<file path="src/rtl/front_pipe_regs.sv">
// front_pipe_regs: PC, IF/ID and ID/EX registers with hazard controls, saturating stall/flush counters and stuck-stall flag
module front_pipe_regs #(
  parameter int DATA_WIDTH = 32,
  parameter int REG_ADDR_WIDTH = 5,
  parameter int CTRL_WIDTH = 10,
  parameter logic [DATA_WIDTH-1:0] RESET_PC = 32'h0000_0000,
  parameter int CNT_WIDTH = 16,
  parameter int STALL_LIMIT = 64
) (
  input  logic                      CLK,
  input  logic                      RST,
  input  logic [DATA_WIDTH-1:0]     PCNextF,
  input  logic [DATA_WIDTH-1:0]     InstrF,
  input  logic [DATA_WIDTH-1:0]     PCPlus4F,
  input  logic                      StallF,
  input  logic                      StallD,
  input  logic                      FlushE,
  input  logic                      PCSrcD,
  input  logic                      JumpD,
  input  logic [CTRL_WIDTH-1:0]     CtrlD,
  input  logic [DATA_WIDTH-1:0]     RD1D,
  input  logic [DATA_WIDTH-1:0]     RD2D,
  input  logic [REG_ADDR_WIDTH-1:0] RsD,
  input  logic [REG_ADDR_WIDTH-1:0] RtD,
  input  logic [REG_ADDR_WIDTH-1:0] RdD,
  input  logic [DATA_WIDTH-1:0]     SignImmD,
  output logic [DATA_WIDTH-1:0]     PCF,
  output logic [DATA_WIDTH-1:0]     InstrD,
  output logic [DATA_WIDTH-1:0]     PCPlus4D,
  output logic                      ValidD,
  output logic [CTRL_WIDTH-1:0]     CtrlE,
  output logic [DATA_WIDTH-1:0]     RD1E,
  output logic [DATA_WIDTH-1:0]     RD2E,
  output logic [DATA_WIDTH-1:0]     SignImmE,
  output logic [REG_ADDR_WIDTH-1:0] RsE,
  output logic [REG_ADDR_WIDTH-1:0] RtE,
  output logic [REG_ADDR_WIDTH-1:0] RdE,
  output logic                      ValidE,
  output logic [CNT_WIDTH-1:0]      StallCount,
  output logic [CNT_WIDTH-1:0]      FlushCount,
  output logic                      StuckErr
);
  localparam int RW = $clog2(STALL_LIMIT + 1);
  localparam logic [RW-1:0] RUN_MAX = RW'(STALL_LIMIT);
  logic [DATA_WIDTH-1:0] pc_q, pc_d, instr_q, instr_d, pcp4_q, pcp4_d;
  logic [DATA_WIDTH-1:0] rd1_q, rd1_d, rd2_q, rd2_d, imm_q, imm_d;
  logic [CTRL_WIDTH-1:0] ctrl_q, ctrl_d;
  logic [REG_ADDR_WIDTH-1:0] rs_q, rs_d, rt_q, rt_d, rd_q, rd_d;
  logic valid_d_q, valid_d_d, valid_e_q, valid_e_d, stuck_q, stuck_d, clr;
  logic [CNT_WIDTH-1:0] stall_cnt_q, stall_cnt_d, flush_cnt_q, flush_cnt_d;
  logic [RW-1:0] run_q, run_d;
  always_comb begin
    clr = PCSrcD | JumpD;
    pc_d = StallF ? pc_q : PCNextF;
    // stall outranks the branch/jump clear so a stalled branch keeps its slot
    instr_d = StallD ? instr_q : clr ? '0 : InstrF;
    pcp4_d = StallD ? pcp4_q : clr ? '0 : PCPlus4F;
    valid_d_d = StallD ? valid_d_q : !clr;
    ctrl_d = FlushE ? '0 : CtrlD;
    rd1_d = FlushE ? '0 : RD1D;
    rd2_d = FlushE ? '0 : RD2D;
    imm_d = FlushE ? '0 : SignImmD;
    rs_d = FlushE ? '0 : RsD;
    rt_d = FlushE ? '0 : RtD;
    rd_d = FlushE ? '0 : RdD;
    valid_e_d = FlushE ? 1'b0 : valid_d_q;
    stall_cnt_d = (StallF && stall_cnt_q != '1) ? stall_cnt_q + CNT_WIDTH'(1) : stall_cnt_q;
    flush_cnt_d = (FlushE && flush_cnt_q != '1) ? flush_cnt_q + CNT_WIDTH'(1) : flush_cnt_q;
    run_d = !StallF ? '0 : (run_q == RUN_MAX) ? run_q : run_q + RW'(1);
    stuck_d = stuck_q | (run_d == RUN_MAX);
  end
  always_ff @(posedge CLK) begin
    if (RST) begin
      pc_q <= RESET_PC;
      instr_q <= '0;
      pcp4_q <= '0;
      valid_d_q <= 1'b0;
      ctrl_q <= '0;
      rd1_q <= '0;
      rd2_q <= '0;
      imm_q <= '0;
      rs_q <= '0;
      rt_q <= '0;
      rd_q <= '0;
      valid_e_q <= 1'b0;
      stall_cnt_q <= '0;
      flush_cnt_q <= '0;
      run_q <= '0;
      stuck_q <= 1'b0;
    end else begin
      pc_q <= pc_d;
      instr_q <= instr_d;
      pcp4_q <= pcp4_d;
      valid_d_q <= valid_d_d;
      ctrl_q <= ctrl_d;
      rd1_q <= rd1_d;
      rd2_q <= rd2_d;
      imm_q <= imm_d;
      rs_q <= rs_d;
      rt_q <= rt_d;
      rd_q <= rd_d;
      valid_e_q <= valid_e_d;
      stall_cnt_q <= stall_cnt_d;
      flush_cnt_q <= flush_cnt_d;
      run_q <= run_d;
      stuck_q <= stuck_d;
    end
  end
  assign PCF = pc_q;
  assign InstrD = instr_q;
  assign PCPlus4D = pcp4_q;
  assign ValidD = valid_d_q;
  assign CtrlE = ctrl_q;
  assign RD1E = rd1_q;
  assign RD2E = rd2_q;
  assign SignImmE = imm_q;
  assign RsE = rs_q;
  assign RtE = rt_q;
  assign RdE = rd_q;
  assign ValidE = valid_e_q;
  assign StallCount = stall_cnt_q;
  assign FlushCount = flush_cnt_q;
  assign StuckErr = stuck_q;
endmodule
</file>
<file path="config.mk">
export PLATFORM = sky130hd
export DESIGN_NAME = front_pipe_regs
export DESIGN_NICKNAME = d
export VERILOG_FILES = /design/src/rtl/front_pipe_regs.sv
export SDC_FILE = /design/constraint.sdc
export NUM_CORES = 1
export LEC_CHECK = 0
export ABC_AREA = 1
export ABC_CLOCK_PERIOD_IN_PS = 1400
export BUFFER_PORTS_ARGS = -buffer_cell sky130_fd_sc_hd__buf_2
export CORE_AREA = 2 2 186 188
export CTS_CLUSTER_DIAMETER = 80
export DETAILED_ROUTE_END_ITERATION = 7
export DIE_AREA = 0 0 188 190
export PLACE_DENSITY = 0.53
export SYNTH_ARGS = -nofsm -noshare
export SYNTH_HDL_FRONTEND = slang
export SYNTH_SLANG_ARGS = --single-unit
</file>
<file path="constraint.sdc">
create_clock -name CLK -period 1.4 [get_ports CLK]
set_input_delay 0.35 -clock CLK [delete_from_list [all_inputs] [get_ports CLK]]
set_output_delay 0.35 -clock CLK [all_outputs]
set_load 0.005 [all_outputs]
</file>
# Word-level counts from Yosys, hierarchy flattened
# Cells that the tools add are included.
# totals
elab_cells,33
register_bits,259
output_inout_bits,252
input_bits,224
# op_classes
n_bitwise,2
n_eq_ne,4
n_mux,4
addsub,3
reduce_logical,4
# ops
cell,count
2-to-1 mux 32 bit,2
adder 16 x 1 -> 16 bit (second input constant),2
inequality test 16 bit (second input constant),2
equality test 7 bit (second input constant),2
2-to-1 mux 7 bit,2
adder 7 x 1 -> 7 bit (second input constant),1
logical AND 1 bit,2
bitwise OR 1 bit,2
OR reduction 2 bit,1
zero test 1 bit,1

# Longest topological paths before layout
# Gate-level depths: netlist of run 1.
# logic_depth
ltp_word,5
depth_mapped,11

# Worst setup path before layout of run 1
# Ideal clock, no wire load.
# synth_timing
kind,register to register
from,"register stall_cnt_q[0], in the netlist StallCount[0]"
to,"register stall_cnt_q[13], in the netlist StallCount[13]"
path_buffers,1
synth_period_minus_slack_ns,1.567
setup_slack_ns,-0.167
stages_incl_launch_ff,10
required_time_ns,1.264
t_arrival_ns,1.430
setup_ns,0.136
cell_sequence,dfxtp_1 -> ha_1 -> nand3_2 -> nor3_4 -> nand3_2 -> nand2_2 -> inv_1 -> buf_2 -> nand2_1 -> a21oi_2
# synth_between
elab_chain_cells,2
elab_cells_between_ends,3
# synth_rtl
item,line,source
from (decl),50,"logic [CNT_WIDTH-1:0] stall_cnt_q, stall_cnt_d, flush_cnt_q, flush_cnt_d;"
from (signal assigned),103,stall_cnt_q <= stall_cnt_d;
"parallel branches: the longest is 2 deep, another holds adder 16 x 1 -> 16 bit",n/a,
# Parallel ways; which one is timed is not known.
# A chain may end at the register's enable or synchronous reset.

# Worst setup path after layout of run 1
# layout_timing
from,"register stall_cnt_q[0], in the netlist StallCount[0]"
to,output port StallCount[0]
# layout_rtl
item,line,source
to (decl),39,"output logic [CNT_WIDTH-1:0] StallCount,"
# No word-level cell between the ends.

==> results of run 1 <==
cells in the mapped netlist:
| cell type | number | area share, % |
|---|---|---|
| sky130_fd_sc_hd__buf_2 | 11 | 0.61 |
| sky130_fd_sc_hd__a21oi_2 | 7 | 0.68 |
| sky130_fd_sc_hd__nor3_1 | 11 | 0.61 |
| sky130_fd_sc_hd__o21bai_1 | 2 | 0.17 |
| sky130_fd_sc_hd__nand2_2 | 8 | 0.55 |
| sky130_fd_sc_hd__nor3_2 | 1 | 0.11 |
| sky130_fd_sc_hd__nand4_1 | 6 | 0.41 |
| sky130_fd_sc_hd__a31oi_1 | 1 | 0.069 |
| sky130_fd_sc_hd__nor3b_1 | 1 | 0.083 |
| sky130_fd_sc_hd__and2_1 | 1 | 0.069 |
| sky130_fd_sc_hd__dfxtp_1 | 259 | 57 |
| sky130_fd_sc_hd__buf_4 | 1 | 0.083 |
| sky130_fd_sc_hd__clkbuf_1 | 43 | 1.8 |
| sky130_fd_sc_hd__o21ai_0 | 42 | 2.3 |
| sky130_fd_sc_hd__nand2_1 | 162 | 6.7 |
| sky130_fd_sc_hd__nor3_4 | 1 | 0.18 |
| sky130_fd_sc_hd__xor2_1 | 12 | 1.2 |
| sky130_fd_sc_hd__nand3_1 | 89 | 4.9 |
| sky130_fd_sc_hd__ha_1 | 4 | 0.55 |
| sky130_fd_sc_hd__xnor2_1 | 4 | 0.39 |
| sky130_fd_sc_hd__buf_1 | 4 | 0.17 |
| sky130_fd_sc_hd__nand3_2 | 2 | 0.22 |
| sky130_fd_sc_hd__nor2_2 | 1 | 0.069 |
| sky130_fd_sc_hd__buf_6 | 1 | 0.12 |
| sky130_fd_sc_hd__a21oi_1 | 83 | 4.6 |
| sky130_fd_sc_hd__nor2_1 | 232 | 9.6 |
| sky130_fd_sc_hd__buf_12 | 1 | 0.22 |
| sky130_fd_sc_hd__inv_1 | 157 | 6.5 |
registers in the layout, summed over array words and instances, names as in the netlist, 7 cells and up:
register    count
RD1E           32
InstrD         32
FlushCount     16
CtrlE          10
SignImmE       32
StallCount     16
run_q           7
PCPlus4D       32
PCF            32
RD2E           32
layer usage:
| metal | routed length, um | GRT usage (%) | up-vias |
|---|---|---|---|
| li1 | - | - | 4892 |
| met5 | 0 | 0 | - |
| met1 | 13200 | 20.0 | 4441 |
| met4 | 724 | 5.03 | 0 |
| met3 | 2250 | 4.30 | 59 |
| met2 | 16200 | 30.4 | 327 |
worst paths after layout:
kind	endpoint	from	depth (start not counted)	slack, ns
max reg2reg	StallCount[12]$_SDFFE_PP0P_	StallCount[0]$_SDFFE_PP0P_	8	-0.05
min	RD2E[7]$_SDFF_PP0_	RD2D[7]	3	0.03
max	StallCount[0]	StallCount[0]$_SDFFE_PP0P_	2	-0.08
min reg2reg	ValidE$_SDFF_PP0_	ValidD$_SDFFE_PP0N_	2	0.45
critical path, delay by kind of cell (launching register included):
family	cells	cell delay, ns
buf+inv	2	0.22
flops	1	0.35
timing repair:
| item | 4_1_cts | 5_1_grt |
|---|---|---|
| endpoints found under the hold margin | 112 | 0 |
| setup endpoints to repair | 68 | 128 |
| hold buffers | 112 | 0 |
| buffers inserted | 42 | 6 |
| resized for setup | 138 | 126 |
| pin swaps | 6 | 20 |
| cloned | 2 | 1 |
logic make-up (layout without fill, tap and decap cells):
| logic type | count (synthesis) | in the layout | share of synthesized area [%] |
|---|---|---|---|
| buf+inv | 218 | 920 | 9.47 |
| simple gates | 515 | 516 | 23.5 |
| flops | 259 | 259 | 57.1 |
| compound gates | 135 | 135 | 7.80 |
| xor+xnor | 16 | 16 | 1.54 |
| fa+ha+maj | 4 | 4 | 0.551 |
final cells by class:
type	instances	area, sq um	share of cell area [%]
timing repair inverter	1	7.51	0.0477
sequential	259	5330	33.9
multi-input combinational	671	3310	21.0
tap	455	569	3.62
inverter	157	596	3.78
timing repair buffer	709	4920	31.2
clock inverter	11	155	0.986
clock buffer	42	856	5.44
metrics by stage:
stage | hold slack [ns] | util [%] | worst slack, ns
after global routing | 0.0151 | 46.4 | -0.147
after floorplan | 0.438 | - | -0.0114
final | 0.0317 | 46.4 | -0.0771
after global placement | 0.433 | 36.8 | -0.0564
after detailed placement | 0.434 | 36.8 | -0.0826
after CTS | 0.000453 | 45.3 | -0.106
layout by cell type (no fill, tap or decap), drive strengths merged:
cell type / netlist / routed
nor3b: 1 / 1
a31oi: 1 / 1
xor2: 12 / 12
and2: 1 / 1
nor2: 233 / 233
nand4: 6 / 6
nor3: 13 / 13
dfxtp: 259 / 259
clkinv: 0 / 5
nand2: 170 / 171
o21bai: 2 / 2
ha: 4 / 4
xnor2: 4 / 4
a21oi: 90 / 90
clkbuf: 43 / 42
nand3: 91 / 91
clkinvlp: 0 / 3
o21ai: 42 / 42
bufinv: 0 / 3
buf: 18 / 597
inv: 157 / 158
dlygate4sd3: 0 / 112
power breakdown:
group | total, mW | switching, mW | internal (mW)
logic | 1.72 | 0.823 | 0.898
clock network | 7.91 | 3.10 | 4.81
registers | 7.74 | 0.100 | 7.64
==> results summary, run 1 <==
The clock transition at the registers of the reported paths is 0.06 ns. In this design, the stage delay of the slowest critical-path cell is 0.35 ns. After layout, the worst path uses 106% of the clock period. The type of destination of the critical path is a primary output. The cell sitting at the root of the clock tree is a sky130_fd_sc_hd__clkbuf_16. The worst hold path belongs to the class input port to flop. The initial antenna violation count is 0. TritonCTS built the clock tree. The number of nets still failing antenna checks after routing came out at 0. The required time of the worst setup path is 1.05 ns. The first global-routing pass estimated 49400 um of wire. The cell total after placement came out at 2093. The via count of the first global-routing pass is 9463. The weighted congestion at the end of routability-driven global placement is 0.820.

The maximum level of the CTS H-tree is 1. The floorplan die height came out at 190 um. Global routing finished with a remaining overflow of 0. The final count of pins violating max slew was 0. The average detailed-routed wire length per instance came out at 14.0 um. The sequential cell area fraction in the yosys report came out at 57.1%. The number of sinks on the clock net is 259. In this run the core area contains 68 standard-cell rows.

The overall via count from detail_route came out at 9719. The worst setup path is launched from a flop. During placement, the flow inserted port buffers numbering 475. Global routing consumed, over all layers together, 17.0% of the routing resources. The largest net degree at the start of global routing is 95.

Measured against its own limit, the worst slew margin works out to 64.6%. The fill cell total of the finished layout came out at 3299. Counting stages on the worst path, the most repeated cell is sky130_fd_sc_hd__buf_6. The maximum root-to-sink buffer count is 3.

The cell type of the slowest stage on the worst timing path is sky130_fd_sc_hd__dfxtp_4. The detailed router finished its first iteration with 407 violations. The number of cells in the finished layout apart from fillers is 2305. The post-synthesis cell count came out at 1147. The post-synthesis register bit count came out at 259.

Compared with the post-synthesis result, the final layout area differs by 73.4%. The diode insertion count for antenna repair is 0. The cell area after technology mapping came out at 9080 sq um. The critical path goes through buf_6 > buf_6. The flow ran to the end, but the final reports show violations. The achievable frequency came out at 677 MHz.

The final reports fail on setup timing. The synthesized netlist contains 28 unique library cells. The total die area is 35700 sq um. The minimum clock period is 1.48 ns. The total setup violations reported at the end of the flow is 43.

The accumulated negative setup slack came out at -1.79 ns. The power per standard cell area is 1100 nW/um^2. The width of the die came out at 188 um. The average instance area after synthesis is 7.91 sq um.

The final-report hold violation count is 0. 476 I/O pins were placed. The net count reported at finish is 2057. The transition time of the tightest slew-check pin came out at 0.531 ns. The number of nets in the synthesized netlist is 1375.

Setup repair after global routing could not meet its margin everywhere. The half-perimeter wire length after placement came out at 21700 um. The clock latency at the later pin of the worst-skew pair is 0.55 ns.

The number of buffers added by the clock tree synthesis step is 30. The startpoint-to-endpoint class of the critical path is flop to primary output. Summed over all layers, the routed wires come to 32400 um. The worst IR drop on VDD is 0.000885 V. The average vias per placed instance is 4.22.

The number of iterations in the first detailed-routing pass came out at 4. The count of yosys warnings during synthesis came out at 0. The final design area excluding fillers came out at 15700 sq um. The slack of the critical path came out at -0.0771 ns.

The post-layout total power came out at 17.4 mW. The leakage component of the power is 7.83 nW. The number of maximum-capacitance constraint violations came out at 0. The floorplan core area is 33900 sq um.

The effective utilization at floorplan is 26.7%. The fraction of final layout cells with drive strength greater than 1 is 44.5%. The worst clock skew is 0.00903 ns. The number of design rule violations left after detail routing came out at 0. Of all nets on the critical path, the largest fanout is 2. The data arrival at the endpoint of the critical path is 1.13 ns. In this run the cell area measured after placement is 12500 sq um.
Power figures use the tool's default switching activity.
==> run 2: changes to the inputs <==
==> config.mk (replaced) <==
export PLATFORM = sky130hd
export DESIGN_NAME = front_pipe_regs
export DESIGN_NICKNAME = d
export VERILOG_FILES = /design/src/rtl/front_pipe_regs.sv
export SDC_FILE = /design/constraint.sdc
export NUM_CORES = 1
export LEC_CHECK = 0
export ABC_CLOCK_PERIOD_IN_PS = 1400
export BUFFER_PORTS_ARGS = -buffer_cell sky130_fd_sc_hd__buf_2
export CORE_AREA = 5 5 181 183
export CTS_CLUSTER_DIAMETER = 80
export DETAILED_ROUTE_END_ITERATION = 7
export DIE_AREA = 0 0 186 188
export PLACE_DENSITY = 0.56
export SYNTH_ARGS = -nofsm -noshare
export SYNTH_HDL_FRONTEND = slang
export SYNTH_SLANG_ARGS = --single-unit
==> run 2 against run 1 <==
The flow still finishes with violations (setup timing); sequential share of layout area rose by 0.12 points; cell count shrank 14%; die area is 2.1% lower; final area about the same; synthesized cell count shrank 28%; clock power increased by 4.7%; global-route usage is 0.29 points lower; non-clock buffer count increased by 33; clock skew grew 0.0072 ns; register-to-register slack got worse by 0.17 ns; first-iteration DRC count is 44% lower.
==> results summary, run 2 <==
The depth of the critical timing path with buffers and inverters included came out at 8. The final count of pins violating max slew came out at 0. The routed length on met1 is 11700 um. The overall via count from detail_route is 8676.

Of the cells placed in the final design, the portion with a size suffix greater than 1 is 54.4%. The worst setup path is captured at a flop. The setup slack of the most critical reg-to-reg path is -0.22 ns. The worst register-to-register path ends at StallCount[6]$_SDFFE_PP0P_. The path with the worst hold slack has its endpoint at InstrD[8]$_SDFFE_PP0N_.

Clock skew on the completed layout was measured at 0.0163 ns. The final critical-path share of the clock period came out at 116%. The initial antenna violation count is 1. The peak per-stage delay on the critical path came out at 0.34 ns. The number of design rule violations left after detail routing is 0. The number of design-rule violations left by the first detailed-router iteration came out at 227. The post-synthesis register bit count came out at 259.

The leakage component of the power is 7.53 nW. Counting stages on the worst path, the most repeated cell is sky130_fd_sc_hd__buf_4. Walking the worst path, the cells encountered are buf_6 > ha_4 > buf_4 > and3_4 > buf_4 > nand3_1 > a21oi_2 > mux2_4. Each instance of the synthesized netlist takes up on average 10.4 sq um. Buffers placed on the I/O ports in this run total 475. The number of iterations in the first detailed-routing pass is 4. The number of top-level pins is 476. The dominant delay contributor by cell family on the critical path is flip-flops. The most instantiated library cell after synthesis is sky130_fd_sc_hd__dfxtp_1.

The site row count came out at 65. The final-report hold violation count came out at 0. The achievable frequency is 618 MHz. The worst slack at placement came out at -0.159 ns. The cell area after technology mapping is 8590 sq um. The effective utilization at floorplan came out at 27.6%. The total overflow reported by the global router is 0. Dividing the detail-routed via count by the number of cells gives 4.40.

The total wirelength of the detailed-routed design came out at 31400 um. The wire length of the first global-routing pass came out at 48000 um. The slack of the critical path came out at -0.218 ns. Setup violations remaining at the end of the flow were counted as 59. The relative area change from synthesis to final layout is 83.3%. The startpoint-to-endpoint class of the critical path is flop to flop.

The clock transition at the registers of the reported paths came out at 0.06 ns. The floorplan die height came out at 188 um. In the synthesized netlist, the number of instances is 822. The power per standard cell area came out at 1120 nW/um^2.

The most used flip-flop cell after synthesis is sky130_fd_sc_hd__dfxtp_1. Dividing the detail-routed wire length by the instance count gives 15.9 um. The worst reg-to-reg path cell count is 8. The hold path depth came out at 3. The CTS tree is yes.

The later pin in the worst-skew pair is clocked with a latency of 0.54 ns. The floorplan step defined a die boundary enclosing 35000 sq um. The post-layout total power is 17.6 mW. Summing all non-filler instances in the final layout gives an area of 15700 sq um. The global router's overall resource usage is 16.7%.

The data arrival at the endpoint of the critical path came out at 2.05 ns. The count of distinct cell types in the synthesized netlist is 47. The library cell used most frequently in the layout, excluding fill and tap cells, is sky130_fd_sc_hd__buf_2. The share of the Yosys chip area taken by registers is 60.4%. By area the synthesized netlist is led by sky130_fd_sc_hd__dfxtp_1, sky130_fd_sc_hd__and2_1, sky130_fd_sc_hd__a22oi_1. The number of sinks on the clock net is 259. The count of yosys warnings during synthesis is 0. Clock tree synthesis inserted a total of 29 buffers. The critical path contains buffers and inverters numbering 3 combined. Setup repair after global routing could not meet its margin everywhere. The number of nets still failing antenna checks after routing is 0. Of all cell types, the one taking the most synthesized area is sky130_fd_sc_hd__dfxtp_1. The max-slew headroom at the worst pin is 63.1%.

CTS built an H-tree with a depth of 1. The source of the worst register-to-register timing path is StallCount[0]$_SDFFE_PP0P_. STA puts the critical path data required time at 1.83 ns. The HPWL after detailed placement is 21800 um. The core region is 31100 sq um. The die is 186 um wide. The routed design uses 2590 um of met3 wire. The tree is rooted in a sky130_fd_sc_hd__clkbuf_16.

The number of enable flip-flop cells after synthesis came out at 0. Of the post-synthesis cell area, the dominant cell type holds 60.4%. Max-cap violations in this run came to 0.

The class of the tightest hold or removal check is input port to flop. The checks that failed: setup timing. After detailed routing, no signal wire sits above met4. The minimum clock period came out at 1.62 ns. Among all stages on the critical path, the largest delay is contributed by sky130_fd_sc_hd__dfxtp_2. The launch point of the worst hold path is InstrF[8].

The net count reported at finish is 1774. The placed cell area is 12300 sq um. Counting flops with an async set or reset pin after synthesis yields a share of 0%. The transition time of the tightest slew-check pin came out at 0.553 ns. The via count of the first global-routing pass is 9143. STA classifies the critical path startpoint as a flop. The flow ran to the end, but the final reports show violations. Synthesis produced a netlist with a net count of 1050.

The wire length on met2 is 16200 um. Hold timing on the final database bottoms out at a slack of 0.0343 ns. The largest net degree at the start of global routing is 56. The weighted congestion at the end of routability-driven global placement is 0.809. Along the worst path, the maximum fanout reaches 3. In the layout the commonest cells are sky130_fd_sc_hd__buf_2, sky130_fd_sc_hd__dfxtp_1, sky130_fd_sc_hd__dlygate4sd3_1. The utilization of the core after routing is 50.7%.

In this run the deepest clock path goes through 3 buffers. After synthesis, the most frequently instantiated cells are sky130_fd_sc_hd__dfxtp_1, sky130_fd_sc_hd__and2_1, sky130_fd_sc_hd__nor2_1. VDD sags by at most 0.00107 V.
run 2: area by class of cell:
cell class | instances | area (sq um)
fillers | 2790 | 15300
flip-flops and latches | 259 | 5350
repair buffers | 742 | 5230
multi-input cells | 509 | 3580
clock buffers | 35 | 800
well taps | 402 | 503
clock inverters | 19 | 256
inverters | 5 | 18.8
diodes | 1 | 2.50
run 2: worst reg2reg max path: cells and delay by family (launching register included):
kind | cells | cell delay [ns]
buffers and inverters | 3 | 0.33
adder cells (fa/ha/maj) | 1 | 0.13
multiplexers | 1 | 0.31
flip-flops | 1 | 0.34
AO/OA/AOI/OAI | 1 | 0.13
AND/OR/NAND/NOR | 2 | 0.28
run 2: power breakdown:
part | switching [mW] | total, mW | internal [mW]
Clock | 3.11 | 8.28 | 5.17
Combinational | 0.662 | 1.62 | 0.956
Sequential | 0.0988 | 7.72 | 7.62
Total | 3.87 | 17.6 | 13.8
run 2: cells by family after synthesis:
family                     share of synthesized area (%)
xor gates and xnor gates                           0.714
DFF                                                 60.4
AOI/OAI and AO/OA                                   9.50
buffers and inverters                               2.48
and+or+nand+nor                                     21.1
adders and majority gates                          0.583
muxes                                               5.27
run 2: stage by stage:
stage               cells  setup TNS (ns)
floorplan             822          -0.826
CTS                  1965           -4.38
finish               1972           -4.04
global placement     1748           -1.32
detailed placement   1748           -2.54
global route         1972           -7.59
run 2: metal layers:
metal / track usage [%] / vias to the layer above
li1: - / 4250
met1: 18.9 / 4049
met2: 30.2 / 313
met3: 4.54 / 64
met4: 5.21 / 0
met5: 0 / -
run 2: timing repair:
| action | CTS | global route |
|---|---|---|
| buffers inserted | 39 | 7 |
| endpoints found under the hold margin | 123 | 0 |
| hold buffers | 123 | 0 |
| cloned | 1 | 0 |
| setup endpoints to repair | 83 | 134 |
| pin swaps | 20 | 27 |
| gates resized for setup | 132 | 114 |
run 2: worst max-delay path by stage:
stage / start / endpoint
detailed placement: StallCount[5]$_SDFFE_PP0P_ / StallCount[13]$_SDFFE_PP0P_
global placement: StallCount[5]$_SDFFE_PP0P_ / StallCount[13]$_SDFFE_PP0P_
floorplan: StallCount[5]$_SDFFE_PP0P_ / StallCount[13]$_SDFFE_PP0P_
CTS: StallCount[0]$_SDFFE_PP0P_ / StallCount[0]
global route: StallCount[0]$_SDFFE_PP0P_ / StallCount[6]$_SDFFE_PP0P_
finish: StallCount[0]$_SDFFE_PP0P_ / StallCount[6]$_SDFFE_PP0P_
==> run 3: changes to the inputs <==
--- a/config.mk
+++ b/config.mk
@@ -7,11 +7,11 @@
 export LEC_CHECK = 0
 export ABC_CLOCK_PERIOD_IN_PS = 1400
 export BUFFER_PORTS_ARGS = -buffer_cell sky130_fd_sc_hd__buf_2
-export CORE_AREA = 5 5 181 183
+export CORE_AREA = 5 5 225 140
 export CTS_CLUSTER_DIAMETER = 80
 export DETAILED_ROUTE_END_ITERATION = 7
-export DIE_AREA = 0 0 186 188
-export PLACE_DENSITY = 0.56
+export DIE_AREA = 0 0 230 145
+export PLACE_DENSITY = 0.58
 export SYNTH_ARGS = -nofsm -noshare
 export SYNTH_HDL_FRONTEND = slang
 export SYNTH_SLANG_ARGS = --single-unit
==> run 3 against run 2 <==
Critical path depth down 3; critical endpoint is now StallCount[12]$_SDFFE_PP0P_; the flow still finishes with violations (setup timing); utilization up 1.1 points; highest routed layer unchanged; largest power group is now sequential cells; sequential power about the same; critical path type unchanged.
==> results summary, run 3 (synthesized netlist as in run 2, its figures left out) <==
The flow ran to the end, but the final reports show violations. The final reports fail on setup timing. The worst IR drop on VDD is 0.000927 V. The internal portion of the total power is 12.5 mW.

The area taken by flip-flops and latches is 5290 sq um. After detailed routing, the total wire length is 33400 um. The largest fanout on the critical path came out at 8. The type of destination of the critical path is a flop. The critical path is of the flop to flop type. Setup repair after global routing could not meet its margin everywhere.

Measured along the y axis, the die boundary spans 145 um. TritonCTS built the clock tree. At the end of the flow the core is filled with cells to 51.8%. The fill cell total of the finished layout came out at 2594. The final-report hold violation count came out at 0. The number of clock buffers added by TritonCTS is 26. The proportion of power drawn by flip-flops and latches came out at 47.4%.

The final count of pins violating max slew is 0. The relative area change from synthesis to final layout is 76.8%. The achievable frequency is 648 MHz. The floorplan core area is 29300 sq um. The fraction of final layout cells with drive strength greater than 1 came out at 50.5%. The net switching component of the power is 3.73 mW. The overall via count from detail_route is 8596. In the routed design, unresolved DRC markers number 0.

The max-slew headroom at the worst pin came out at 74.8%. The power per standard cell area came out at 1070 nW/um^2. The site row count is 49. The wire length of the first global-routing pass came out at 49500 um. Summing internal, switching and leakage power gives 16.3 mW. The dominant delay contributor by cell family on the critical path is simple AND/OR/NAND/NOR gates. The number of top-level pins is 476. At the pin with the least slew margin, the transition time is 0.377 ns. The number of nets still failing antenna checks after routing is 0. The worst clock skew came out at 0.0112 ns. Leaving out fill and tap cells, the most frequent cell in the layout is sky130_fd_sc_hd__buf_2. The weighted congestion at the end of routability-driven global placement is 0.849. The leakage component of the power came out at 7.29 nW. The width of the die came out at 230 um. Clock-pin slew was measured on the worst setup and hold paths at 0.07 ns. Using the TritonRoute via totals, the vias-per-cell ratio works out to 4.44. The number of sinks on the clock net came out at 259. The fraction of power spent switching nets is 22.9%.

Summing all multi-input logic gate instances after layout gives 3530 sq um. In the layout the commonest cells are sky130_fd_sc_hd__buf_2, sky130_fd_sc_hd__dfxtp_1, sky130_fd_sc_hd__and2_1. The net count reported at finish came out at 1758.

The final critical-path share of the clock period is 110%. Counting both buffers and inverters, the worst setup path holds a total of 1. The number of design-rule violations left by the first detailed-router iteration is 340. The signal on the critical path passes through and4_4 > nand4_4 > buf_4 > or4_1 > a21oi_2. Setup violations remaining at the end of the flow were counted as 57. STA classifies the critical path startpoint as a flop. The root buffer selected by CTS is sky130_fd_sc_hd__clkbuf_16. The slack of the critical path is -0.143 ns. For the finished layout, the period the worst path requires is 1.54 ns.

The average detailed-routed wire length per instance came out at 17.3 um. The maximum root-to-sink buffer count is 3. The required time of the worst setup path is 1.87 ns.

The effective utilization at floorplan came out at 29.3%. The min-delay analysis places its worst path in the category input port to flop. The via count of the first global-routing pass came out at 8656.

The power share of the clock group is 42.9%. Entering global routing, the biggest net connects 106 pins. The cell type of the slowest stage on the worst timing path is sky130_fd_sc_hd__or4_1. The half-perimeter wire length after placement came out at 22700 um.

The clock reaches the later pin of the worst-skew pair after 0.54 ns. The global router's overall resource usage is 18.3%. The initial antenna violation count is 4.

The count of input and output buffers is 475. The die covers 33400 sq um. Combinational logic is responsible for 9.8% of the overall power. The first TritonRoute pass finished after 6 iterations. The peak per-stage delay on the critical path is 0.41 ns. The total overflow reported by the global router is 0. The data arrival at the endpoint of the critical path came out at 2.01 ns. The number of maximum-capacitance constraint violations is 0.

CTS built an H-tree with a depth of 1.
==> run 3: power by group through the flow <==
stage | clock (mW) | combinational [mW] | sequential, mW
final | 6.98 | 1.59 | 7.71
after global routing | 7.47 | 1.73 | 7.73
after CTS | 7.19 | 1.57 | 7.70
after detailed placement | 0 | 1.26 | 7.87
after global placement | 0 | 1.25 | 7.86
after floorplan | 0 | 0.435 | 7.91
==> run 3: what timing repair did <==
item,CTS,global route
hold endpoints to repair,120,0
buffers inserted,35,12
cloned,0,0
pin swaps,28,22
hold buffers,120,0
resized for setup,117,62
setup endpoints to repair,61,90
==> run 3: per-stage QoR <==
step	setup TNS, ns	cell area (sq um)	hold slack (ns)	worst slack (ns)	cells
2_1_floorplan	-0.826	8780	0.446	-0.107	822
3_3_place_gp	-1.32	12200	0.459	-0.159	1717
3_5_place_dp	-1.94	12200	0.448	-0.196	1717
4_1_cts	-3.99	14900	0.00797	-0.132	1918
5_1_grt	-7.09	15200	0.0290	-0.202	1934
6_report	-3.62	15200	0.0409	-0.143	1935
==> run 3: final cells by class <==
class	count	share of cell area [%]
diodes	5	0.0824
repair buffers	730	33.0
well taps	382	3.15
clock buffers	37	4.83
multi-input cells	508	23.3
flip-flops and latches	259	34.9
inverters	5	0.124
clock inverters	9	0.701
==> run 3: per-layer routing <==
layer	vias to the layer above	wire [um]	track usage [%]
met3	65	2550	5.70
li1	4217	-	-
met4	0	1020	5.64
met1	3987	13300	21.4
met5	-	0	0
met2	327	16600	32.2
==> run 3: path summary, 6_finish.rpt <==
check / start / to / slack, ns / cells after the start
min: RD1D[19] / RD1E[19]$_SDFF_PP0_ / 0.04 / 2
max reg2reg: StallCount[7]$_SDFFE_PP0P_ / StallCount[12]$_SDFFE_PP0P_ / -0.14 / 5
max: StallCount[7]$_SDFFE_PP0P_ / StallCount[12]$_SDFFE_PP0P_ / -0.14 / 5
min reg2reg: StuckErr$_SDFF_PP0_ / StuckErr$_SDFF_PP0_ / 0.46 / 2
